<file path="src/rtl/vga_pkg.sv">
// Shared VGA-side constants and the blitter state type.
package vga_pkg;
    localparam int SCR_W = 160;
    localparam int SCR_H = 120;
    localparam int XW    = 8;
    localparam int YW    = 7;
    localparam int CW    = 9;

    localparam logic [8:0] BLACK = 9'h000;

    typedef enum logic [1:0] {
        ST_IDLE  = 2'd0,
        ST_RUN   = 2'd1,
        ST_FLUSH = 2'd2
    } blit_state_t;

    // Counter width for a range of n values; never below one bit.
    function automatic int cnt_w(input int n);
        return (n > 1) ? $clog2(n) : 1;
    endfunction
endpackage

</file>
<file path="src/rtl/blit_addr_gen.sv">
// Bitmap scan counters: (cx,cy) plus a row-major address kept in step by +1.
module blit_addr_gen #(
    parameter int IMG_W = 160,
    parameter int IMG_H = 120,
    parameter int AW    = 15,
    parameter int CXW   = 8,
    parameter int CYW   = 7
) (
    input  logic           clk,
    input  logic           resetn,
    input  logic           i_clear,
    input  logic           i_step,
    output logic [CXW-1:0] o_cx,
    output logic [CYW-1:0] o_cy,
    output logic [AW-1:0]  o_addr,
    output logic           o_last
);
    logic [CXW-1:0] r_cx;
    logic [CYW-1:0] r_cy;
    logic [AW-1:0]  r_addr;
    logic           w_row_end;
    logic           w_last;

    assign w_row_end = (r_cx == CXW'(IMG_W - 1));
    assign w_last    = w_row_end && (r_cy == CYW'(IMG_H - 1));

    // Counters park on the final pixel until the next clear.
    always_ff @(posedge clk) begin
        if (!resetn || i_clear) begin
            r_cx   <= '0;
            r_cy   <= '0;
            r_addr <= '0;
        end else if (i_step && !w_last) begin
            r_addr <= r_addr + AW'(1);
            if (w_row_end) begin
                r_cx <= '0;
                r_cy <= r_cy + CYW'(1);
            end else begin
                r_cx <= r_cx + CXW'(1);
            end
        end
    end

    assign o_cx   = r_cx;
    assign o_cy   = r_cy;
    assign o_addr = r_addr;
    assign o_last = w_last;
endmodule

</file>
<file path="src/rtl/draw_bitmap_blit.sv">
// Streams a bitmap from 1-cycle-latency memory to the VGA adapter with
// screen-edge clipping and an optional transparent key colour.
module draw_bitmap_blit #(
    parameter int            IMG_W   = 160,
    parameter int            IMG_H   = 120,
    parameter int            SCR_W   = vga_pkg::SCR_W,
    parameter int            SCR_H   = vga_pkg::SCR_H,
    parameter int            XW      = vga_pkg::XW,
    parameter int            YW      = vga_pkg::YW,
    parameter int            CW      = vga_pkg::CW,
    parameter int            AW      = 15,
    parameter int            KEY_EN  = 0,
    parameter logic [CW-1:0] KEY_COL = vga_pkg::BLACK
) (
    input  logic          clk,
    input  logic          resetn,
    input  logic          start,
    input  logic [XW-1:0] x0,
    input  logic [YW-1:0] y0,
    output logic [AW-1:0] mem_addr,
    input  logic [CW-1:0] mem_q,
    output logic [XW-1:0] vga_x,
    output logic [YW-1:0] vga_y,
    output logic [CW-1:0] vga_colour,
    output logic          vga_plot,
    output logic          busy,
    output logic          done,
    output logic [1:0]    o_dbg_state
);
    import vga_pkg::*;

    localparam int CXW = cnt_w(IMG_W);
    localparam int CYW = cnt_w(IMG_H);
    localparam int XS  = XW + 1;
    localparam int YS  = YW + 1;

    blit_state_t    r_state;
    logic [XW-1:0]  r_x0;
    logic [YW-1:0]  r_y0;
    logic [CXW-1:0] r_tx;
    logic [CYW-1:0] r_ty;
    logic           r_valid;
    logic           r_busy;
    logic           r_done;

    logic [CXW-1:0] w_cx;
    logic [CYW-1:0] w_cy;
    logic [AW-1:0]  w_addr;
    logic           w_last;
    logic           w_accept;
    logic [XS-1:0]  w_sx;
    logic [YS-1:0]  w_sy;
    logic           w_clip;
    logic           w_key;

    assign w_accept = (r_state == ST_IDLE) && start;

    blit_addr_gen #(
        .IMG_W (IMG_W),
        .IMG_H (IMG_H),
        .AW    (AW),
        .CXW   (CXW),
        .CYW   (CYW)
    ) u_addr_gen (
        .clk     (clk),
        .resetn  (resetn),
        .i_clear (w_accept),
        .i_step  (r_state == ST_RUN),
        .o_cx    (w_cx),
        .o_cy    (w_cy),
        .o_addr  (w_addr),
        .o_last  (w_last)
    );

    // Tags trail the address by one cycle so they line up with mem_q.
    always_ff @(posedge clk) begin
        if (!resetn) begin
            r_state <= ST_IDLE;
            r_x0    <= '0;
            r_y0    <= '0;
            r_tx    <= '0;
            r_ty    <= '0;
            r_valid <= 1'b0;
            r_busy  <= 1'b0;
            r_done  <= 1'b0;
        end else begin
            r_valid <= (r_state == ST_RUN);
            r_tx    <= w_cx;
            r_ty    <= w_cy;
            case (r_state)
                ST_IDLE: begin
                    if (start) begin
                        r_x0    <= x0;
                        r_y0    <= y0;
                        r_busy  <= 1'b1;
                        r_state <= ST_RUN;
                    end
                end
                ST_RUN: begin
                    if (w_last) begin
                        r_done  <= 1'b1;
                        r_state <= ST_FLUSH;
                    end
                end
                ST_FLUSH: begin
                    r_busy  <= 1'b0;
                    r_done  <= 1'b0;
                    r_state <= ST_IDLE;
                end
                default: r_state <= ST_IDLE;
            endcase
        end
    end

    // Sums carry one extra bit so off-screen pixels clip instead of wrapping.
    assign w_sx   = {1'b0, r_x0} + XS'(r_tx);
    assign w_sy   = {1'b0, r_y0} + YS'(r_ty);
    assign w_clip = (w_sx >= XS'(SCR_W)) || (w_sy >= YS'(SCR_H));
    assign w_key  = (KEY_EN != 0) && (mem_q == KEY_COL);

    assign mem_addr    = w_addr;
    assign vga_x       = w_sx[XW-1:0];
    assign vga_y       = w_sy[YW-1:0];
    assign vga_colour  = r_valid ? mem_q : '0;
    assign vga_plot    = r_valid && !w_clip && !w_key;
    assign busy        = r_busy;
    assign done        = r_done;
    assign o_dbg_state = r_state;
endmodule

</file>
<file path="config.mk">
export PLATFORM = sky130hd
export DESIGN_NAME = draw_bitmap_blit
export DESIGN_NICKNAME = d
export VERILOG_FILES = /design/src/rtl/vga_pkg.sv /design/src/rtl/blit_addr_gen.sv /design/src/rtl/draw_bitmap_blit.sv
export SDC_FILE = /design/constraint.sdc
export NUM_CORES = 1
export LEC_CHECK = 0
export BUFFER_PORTS_ARGS = -buffer_cell sky130_fd_sc_hd__buf_2
export CORE_MARGIN = 8
export CORE_UTILIZATION = 50
export CTS_CLUSTER_DIAMETER = 120
export CTS_CLUSTER_SIZE = 8
export DETAILED_ROUTE_END_ITERATION = 10
export GPL_TIMING_DRIVEN = 0
export PLACE_DENSITY = 0.72
export SLEW_MARGIN = 20
export SYNTH_ARGS = -nofsm -noshare
export SYNTH_HDL_FRONTEND = slang
export SYNTH_HIERARCHICAL = 1
export SYNTH_SLANG_ARGS = --single-unit
</file>
<file path="constraint.sdc">
create_clock -name clk -period 4.9 [get_ports clk]
set_input_delay 0.49 -clock clk [delete_from_list [all_inputs] [get_ports clk]]
set_output_delay 0.49 -clock clk [all_outputs]
set_load 0.03 [all_outputs]
</file>
==> impl_metrics.ini, run 1 <==
[place]
placed_area_um2 = 3770
gp_congestion = 0.819
dp_slack_ns = 2.09
port_buffers = 70
dpl.hpwl_um = 5820

[synth]
avgSynthCellArea_um2 = 8.88
synthXorXnorAreaFrac = 0.0475
netlist_instances = 374
synth_fp_nets = 421
synth-compound-area-share = 0.193
yosys_warnings = 6
synth_cell_types = 54
synthFlopType = dfxtp_1
netlist_area_um2 = 3320
async_reset_ff_frac = 0
ys_ff_latch = 65
synth_edf_count = 0
synth-simple-area-share = 0.256
yosys.area_share.adder = 0.0799
synth_top_family_by_area = simple AND/OR/NAND/NOR gates
seq_area_frac_synth = 0.392
synth.area.mux_share = 0.00301

[clock_network]
clk_latency_ns = 0.34
ctsRootBufferMaster = clkbuf_8
numCtsBuffers = 9
cts_tree = done
cts_sinks = 65
cts-resized-gates = 0
clk_pin_slew_ns = 0.07
holdBufCountCts = 0
clk_path_buf_depth = 2
cts_setup_buffers = 0
htreeDepth = 3

[power]
p_per_area_nw_per_um2 = 291
peakVddDrop_mv = 0.225
power.leakage_nw = 1.76

[grt]
grt_pass1_vias = 2758
grt_pass1_wl_um = 12800
antenna_found_initial = 0
grtUsageTotal = 0.159
grt_start_max_net_pins = 12
grt-ovfl-total = 0

[worst_setup_path]
max_stage_delay_ns = 0.44
path_cells = ha_1, fa_1, a211oi_1, o21bai_1, a21o_1, a21o_1, a32oi_1, o211a_1, buf_2
crit_path_frequent_cell = a21o_1
critPathRequiredTime_ns = 4.41
critPathLaunchType = flip-flop
path_class = reg -> out
end_kind = output pin
cp.arrival_ns = 2.64
worstPathMaxFanout = 4
slowest_stage = fa_1

[cells_and_area]
final_nets = 502
syn2layout_area_growth_pct = 19.8
layout_commonest_cell = buf_2
num_antenna_cells = 0
drive_gt1_frac = 0.216
design_area_um2 = 3980
final_cell_mix = 72 x buf_2, 65 x dfxtp_1, 47 x nand2_1

[timing]
max_freq_mhz = 319
drv_slew = 0
rsz0062_at_grt = false
period_needed_ns = 3.13
finalHoldViolCount = 0
relSlewSlack = 0.412
fin_skew_ns = 0.0100
finalSetupTns_ns = 0
worstMarginPinSlew_ns = 0.881
timing.final.crit_share = 0.640
layout_setup_ws_ns = 1.77
finalSetupViolCount = 0

[floorplanning]
die_w_um = 97.5
die_area_um2 = 9510
core_um2 = 6390
io_pins = 71
die_y_um = 97.5
row_count = 29
initial_core_util = 0.520

[drt]
routed-via-count = 2942
first_iter_violations = 131
via_per_inst = 5.49
ant_nets = 0
routedWlPerCell_um = 14.1
drc = 0
first_pass_iters = 4
wl_um = 7570

[worst_hold_path]
hold_path_class = in -> reg

[run_status]
outcome = finished, final reports clean

[run]
drv_cap = 0
[kinds of logic after synthesis]
logic type      count (synthesis)
flops                          65
simple gates                  158
buf+inv                        21
fa+ha+maj                      20
mux                             1
compound gates                 91
xor+xnor                       18
[worst max-delay path: cells and delay by family (launching register included)]
| kind | cells | cell delay, ns |
|---|---|---|
| buffers and inverters | 1 | 0.19 |
| DFF | 1 | 0.31 |
| adders and majority gates | 2 | 0.69 |
| AOI/OAI and AO/OA | 6 | 1.12 |
[final timing paths]
kind / from / endpoint / slack [ns] / depth (start not counted)
setup / recovery: r_x0[0] / vga_plot / 1.77 / 9
hold / removal: x0[1] / r_x0[1] / 0.40 / 3
setup reg to reg: o_dbg_state[0] / u_addr_gen/o_cy[3] / 2.43 / 5
hold reg to reg: r_x0[7] / r_x0[7] / 0.47 / 2
[flip-flops by register name, summed over array words and instances, names as in the netlist]
register           flops
busy                   1
done                   1
o_dbg_state            2
r_tx                   8
r_ty                   7
r_valid                1
r_x0                   8
r_y0                   7
u_addr_gen/o_addr     15
u_addr_gen/o_cx        8
u_addr_gen/o_cy        7
[per-stage QoR]
| stage | total power [mW] | hold slack [ns] | std cells | util |
|---|---|---|---|---|
| final | 1.16 | 0.401 | 536 | 0.623 |
| after CTS | 1.17 | 0.388 | 536 | 0.623 |
| after floorplan | 0.646 | 0.448 | 374 | - |
| after global routing | 1.21 | 0.398 | 536 | 0.623 |
| after global placement | 0.684 | 0.457 | 521 | 0.590 |
| after detailed placement | 0.686 | 0.465 | 521 | 0.590 |
[metal layers]
metal / part of all wire / routed length (µm) / up-vias / GRT usage
li1: - / - / 1505 / -
met1: 0.45 / 3390 / 1354 / 0.185
met3: 0.067 / 508 / 2 / 0.0455
met4: 0.0050 / 38 / 0 / 0.0664
met5: 0 / 0 / - / 0
met2: 0.48 / 3640 / 81 / 0.266
[synthesized netlist by cell type (3+ instances only)]
cell       n  area [µm²]
nor2_1    18        67.6
o21bai_1   4        30.0
nor3_1     7        35.0
ha_1      18         225
a211oi_1   3        22.5
nor4_1     3        18.8
a21oi_1   26         130
clkbuf_1   7        26.3
o31ai_1    5        37.5
or4_1      5        37.5
nand3_1   16        80.1
and3_1     4        25.0
dfxtp_1   65        1300
nor2b_1    4        25.0
o21ai_0   13        65.1
nand2b_1   5        31.3
inv_1      7        26.3
nand2_1   47         176
xor2_1     8        70.1
xnor2_1   10        87.6
nand4_1    4        25.0
or3_1     10        62.6
and2_1    28         175
a21o_1     4        30.0
a21boi_0  16         120
[power breakdown]
group / internal (mW) / total (mW) / switching (mW)
sequential: 0.540 / 0.549 / 0.00903
clock: 0.297 / 0.485 / 0.188
combinational: 0.0443 / 0.125 / 0.0805
total: 0.881 / 1.16 / 0.277
[layout make-up]
type                            count  area, µm²
Sequential cell                    65       1300
Fill cell                         585       2410
Multi-Input combinational cell    288       1920
Buffer                             13       66.3
Clock buffer                       12        145
Inverter                            8       30.0
Tap cell                           77       96.3
Timing Repair Buffer               70        350
Clock inverter                      3       65.1
Note: power is estimated with default switching activity, not from simulation.
==> run 2, diff against run 1 <==
==> constraint.sdc (replaced) <==
create_clock -name clk -period 3 [get_ports clk]
set_input_delay 0.3 -clock clk [delete_from_list [all_inputs] [get_ports clk]]
set_output_delay 0.3 -clock clk [all_outputs]
set_load 0.03 [all_outputs]
==> run 2 against run 1 <==
  * Sequential power grew 63%
  * Critical path depth is the same
  * Global-route usage is the same
  * Die area is the same
  * Design area grew 0.28%
  * Count of clock-buffer cells in the layout is the same
  * Routed wire length grew 0.26%
  * Via count grew 0.51%
  * Hold slack lost 0.19 ns
  * Clock skew shrank 0.00056 ns
  * Clock power grew 63%
  * Critical endpoint unchanged
  * Largest cell class unchanged
  * Largest power group unchanged
  * Highest routed layer unchanged
==> impl_metrics.ini, run 2 (synthesized netlist as in run 1, its figures left out) <==
[run_status]
outcome = finished, final reports clean

[floorplanning]
initial_core_util = 0.520
die_area_um2 = 9510
die_y_um = 97.5
die_w_um = 97.5
row_count = 29
core_um2 = 6390
io_pins = 71

[cells_and_area]
regArea_um2 = 1300
num_antenna_cells = 0
drive_gt1_frac = 0.222
layout_commonest_cell = buf_2
syn2layout_area_growth_pct = 20.1
largest_reg_flops = 15
multi_input_area_um2 = 1930
fillers = 584
final_nets = 502
design_area_um2 = 3990
final_cell_mix = 72 x buf_2, 65 x dfxtp_1, 47 x nand2_1

[run]
drv_cap = 0

[timing]
rsz0062_at_grt = false
finalHoldViolCount = 0
drv_slew = 0
finalSetupTns_ns = 0
max_freq_mhz = 351
finalSetupViolCount = 0
timing.final.crit_share = 0.951
fin_skew_ns = 0.00944
worstMarginPinSlew_ns = 0.848
period_needed_ns = 2.85
relSlewSlack = 0.433

[worst_setup_path]
critPathRequiredTime_ns = 2.70
path_class = reg -> out
end_kind = output pin
critPathLaunchType = flip-flop
cp.arrival_ns = 2.55
worstPathMaxFanout = 4
r2r_start = o_dbg_state[0]
worstSetupStartpoint = r_x0[0]

[place]
dpl.hpwl_um = 5820
port_buffers = 70
gp_congestion = 0.819
placed_area_um2 = 3770

[clock_network]
cts_tree = done
htreeDepth = 3
ctsRootBufferMaster = clkbuf_8
clk_pin_slew_ns = 0.07
cts_sinks = 65
clk_latency_ns = 0.33
clk_path_buf_depth = 2
holdBufCountCts = 0
numCtsBuffers = 9

[drt]
first_iter_violations = 125
routed-via-count = 2957
wl_um = 7590
drc = 0
wl_met1_um = 3420
ant_nets = 0
routed-wl-met2_um = 3610
met3_length_um = 451
via_per_inst = 5.52
maxUsedRoutingLayer = met4
first_pass_iters = 4
routedWlPerCell_um = 14.2

[power]
peakVddDrop_mv = 0.367
p_per_area_nw_per_um2 = 474
power.leakage_nw = 1.76

[grt]
grt_start_max_net_pins = 12
grtUsageTotal = 0.159
grt_pass1_wl_um = 12800
grt-ovfl-total = 0
grt_pass1_vias = 2758
antenna_found_initial = 0

[worst_hold_path]
hp-start = y0[1]
hold_path_class = in -> reg
[run 2: cell count changes in the layout (fill, tap and decap cells not counted)]
| cell | before | now |
|---|---|---|
| a211oi_2 | 2 | 3 |
| a211oi_1 | 3 | 2 |
| fa_2 | 0 | 1 |
| a21oi_1 | 26 | 25 |
| a21oi_2 | 0 | 1 |
| fa_1 | 2 | 1 |
[run 2: where the power goes]
part | total [mW] | switching [mW] | internal [mW] | leakage [nW]
Combinational | 0.204 | 0.131 | 0.0725 | 1.13
Sequential | 0.896 | 0.0148 | 0.881 | 0.527
Clock | 0.790 | 0.305 | 0.485 | 0.106
[run 2: layout make-up]
| class | count | area share |
|---|---|---|
| Multi-Input combinational cell | 288 | 0.485 |
| Inverter | 8 | 0.00753 |
| Clock inverter | 3 | 0.0163 |
| Buffer | 13 | 0.0166 |
| Timing Repair Buffer | 70 | 0.0878 |
| Sequential cell | 65 | 0.326 |
| Tap cell | 77 | 0.0242 |
| Clock buffer | 12 | 0.0364 |
[run 2: critical path, cell delays in order (launching register included)]
cell and delay [ns]:
dfxtp_1 0.31, ha_1 0.25, fa_2 0.39, a211oi_2 0.25, o21bai_1 0.10, a21o_1 0.22, a21o_1 0.19, a32oi_1 0.14
o211a_1 0.17, buf_2 0.19
[run 2: worst paths after layout]
path                                            to  slack, ns  cells after the start
worst min register to register             r_x0[7]       0.47                      2
worst min-delay path                       r_y0[1]       0.21                      3
worst max-delay path                      vga_plot       0.15                      9
worst max register to register  u_addr_gen/o_cy[3]       0.56                      5
[run 2: routing by layer]
layer / vias to the layer above / global-route usage
met5: - / 0
met3: 7 / 0.0455
met1: 1357 / 0.185
li1: 1508 / -
met2: 85 / 0.266
met4: 0 / 0.0664
[run 2: stage by stage]
stage | hold WS, ns | std cells | power, mW | util | setup slack [ns]
3_3_place_gp | 0.457 | 521 | 1.12 | 0.590 | 0.451
5_1_grt | 0.208 | 536 | 1.97 | 0.625 | 0.00442
2_1_floorplan | 0.445 | 374 | 1.05 | - | 0.422
6_report | 0.213 | 536 | 1.89 | 0.625 | 0.148
4_1_cts | 0.198 | 536 | 1.91 | 0.623 | 0.0109
3_5_place_dp | 0.465 | 521 | 1.12 | 0.590 | 0.381
[run 2: timing repair]
action / in CTS / in global routing
resized for setup: 0 / 3
endpoints found under the setup margin: 0 / 1
buffers inserted: 0 / 0
==> run 3, diff against run 2 <==
--- a/config.mk
+++ b/config.mk
@@ -7,12 +7,12 @@
 export LEC_CHECK = 0
 export BUFFER_PORTS_ARGS = -buffer_cell sky130_fd_sc_hd__buf_2
 export CORE_MARGIN = 8
-export CORE_UTILIZATION = 50
+export CORE_UTILIZATION = 44
 export CTS_CLUSTER_DIAMETER = 120
 export CTS_CLUSTER_SIZE = 8
 export DETAILED_ROUTE_END_ITERATION = 10
 export GPL_TIMING_DRIVEN = 0
-export PLACE_DENSITY = 0.72
+export PLACE_DENSITY = 0.65
 export SLEW_MARGIN = 20
 export SYNTH_ARGS = -nofsm -noshare
 export SYNTH_HDL_FRONTEND = slang
==> run 3 against run 2 <==
  * Clock power is 11% lower
  * First-iteration DRC count grew 8.0%
  * Core utilization is 7.7 points lower
  * Die area rose by 11%
==> impl_metrics.ini, run 3 (synthesized netlist as in run 1, its figures left out) <==
[clock_network]
clk_pin_slew_ns = 0.07
cts_sinks = 65
clk_latency_ns = 0.33
ctsRootBufferMaster = clkbuf_8
cts_tree = done
holdBufCountCts = 0
clk_path_buf_depth = 2
numCtsBuffers = 9
htreeDepth = 3

[grt]
met2_usage = 0.265
grt_pass1_vias = 2899
grt_pass1_wl_um = 13200
grt-ovfl-total = 0
grt_start_max_net_pins = 12
grtUsageTotal = 0.157
grt.met3_usage = 0.0290
grt_use_met1 = 0.188
antenna_found_initial = 0
busiest_layer = met2

[timing]
drv_slew = 0
layout_setup_ws_ns = 0.201
timing.final.crit_share = 0.933
max_freq_mhz = 357
finalHoldViolCount = 0
finalSetupTns_ns = 0
fin_hold_ws_ns = 0.211
fin_skew_ns = 0.00643
relSlewSlack = 0.437
period_needed_ns = 2.80
finalSetupViolCount = 0
worstMarginPinSlew_ns = 0.837

[worst_setup_path]
path_cells = ha_2, inv_1, fa_1, nand2b_1, a21oi_2, a2111o_1, nand3_1, a32oi_1, o211a_1, buf_4
end_kind = output pin
r2r_start = o_dbg_state[0]
path_buf_inv = 2
critPathRequiredTime_ns = 2.70
worstSetupStartpoint = r_y0[0]
path_class = reg -> out
endpoint = vga_plot
slowest_stage = fa_1
worstPathMaxFanout = 3
cp.arrival_ns = 2.50
reg2reg_depth = 5
max_stage_delay_ns = 0.40
critPathLaunchType = flip-flop
r2r-end = u_addr_gen/o_cy[3]
rrSetupSlack_ns = 0.60
crit_family = compound AO/OA/AOI/OAI gates
cp_num_cells = 10

[run_status]
outcome = finished, final reports clean

[floorplanning]
die_y_um = 103
die_w_um = 103
core_um2 = 7290
io_pins = 71
row_count = 31
initial_core_util = 0.455
die_area_um2 = 10600

[power]
p_switching_uw = 474
clockPowerShare = 0.389
p_total_mw = 1.80
peakVddDrop_mv = 0.238
power.leakage_nw = 1.74
pwr-share-seq = 0.497
p_per_area_nw_per_um2 = 451
swShare = 0.263
combinationalPowerShare = 0.114
internal_power_mw = 1.33

[cells_and_area]
largest_reg_flops = 15
final_cell_mix = 71 x buf_2, 65 x dfxtp_1, 47 x nand2_1
regArea_um2 = 1300
num_antenna_cells = 0
multi_input_area_um2 = 1930
syn2layout_area_growth_pct = 20.2
fillers = 730
design_area_um2 = 3990
layout_commonest_cell = buf_2
layoutNonFillerInstCount = 558
final_nets = 502
final_core_util = 0.548
drive_gt1_frac = 0.229

[place]
dpl.hpwl_um = 6060
dpl.cell_count = 543
dp_slack_ns = 0.440
port_buffers = 70
gp_congestion = 0.813
placed_area_um2 = 3790

[drt]
routedWlPerCell_um = 14.1
first_pass_iters = 4
drc = 0
first_iter_violations = 135
wl_um = 7890
via_per_inst = 5.26
routed-via-count = 2935
ant_nets = 0

[worst_hold_path]
hold_path_class = in -> reg

[run]
drv_cap = 0
## run 3: cell type report
class                      count  area share
clock buffer                   9      0.0310
timing repair buffer          70      0.0884
clock inverter                 6      0.0150
sequential                    65       0.326
inverter                       8     0.00752
buffer                        13      0.0166
tap                           99      0.0310
multi-input combinational    288       0.484
## run 3: worst register-to-register path: cells and delay by family, from the launching register on
kind,cells,cell delay (ns)
compound gates,1,0.11
flops,1,0.35
simple gates,4,1.87
## run 3: how the worst min path moves through the flow
stage | startpoint | end | slack [ns] | cells past startpoint
floorplan | y0[0] | r_y0[0] | 0.44 | 2
global placement | r_y0[6] | r_y0[6] | 0.46 | 2
detailed placement | r_x0[6] | r_x0[6] | 0.46 | 2
CTS | x0[2] | r_x0[2] | 0.19 | 3
global route | x0[3] | r_x0[3] | 0.21 | 3
finish | x0[2] | r_x0[2] | 0.21 | 3
## run 3: timing repair
item / in CTS / in global routing
buffers inserted: 0 / 0
gates resized for setup: 0 / 6
endpoints found under the setup margin: 0 / 1
## run 3: layer usage
layer,wire length (µm),vias to the layer above,share of wire
met3,446,8,0.057
met1,3730,1351,0.47
li1,-,1507,-
met2,3580,69,0.45
met4,123,0,0.016
met5,0,-,0
## run 3: power groups by stage
stage          Sequential (mW)  Combinational [mW]  Clock (mW)
6_report                 0.896               0.206       0.701
5_1_grt                  0.898               0.228       0.762
4_1_cts                  0.895               0.208       0.726
3_5_place_dp             0.915               0.207           0
3_3_place_gp             0.915               0.203           0
2_1_floorplan            0.919               0.136           0
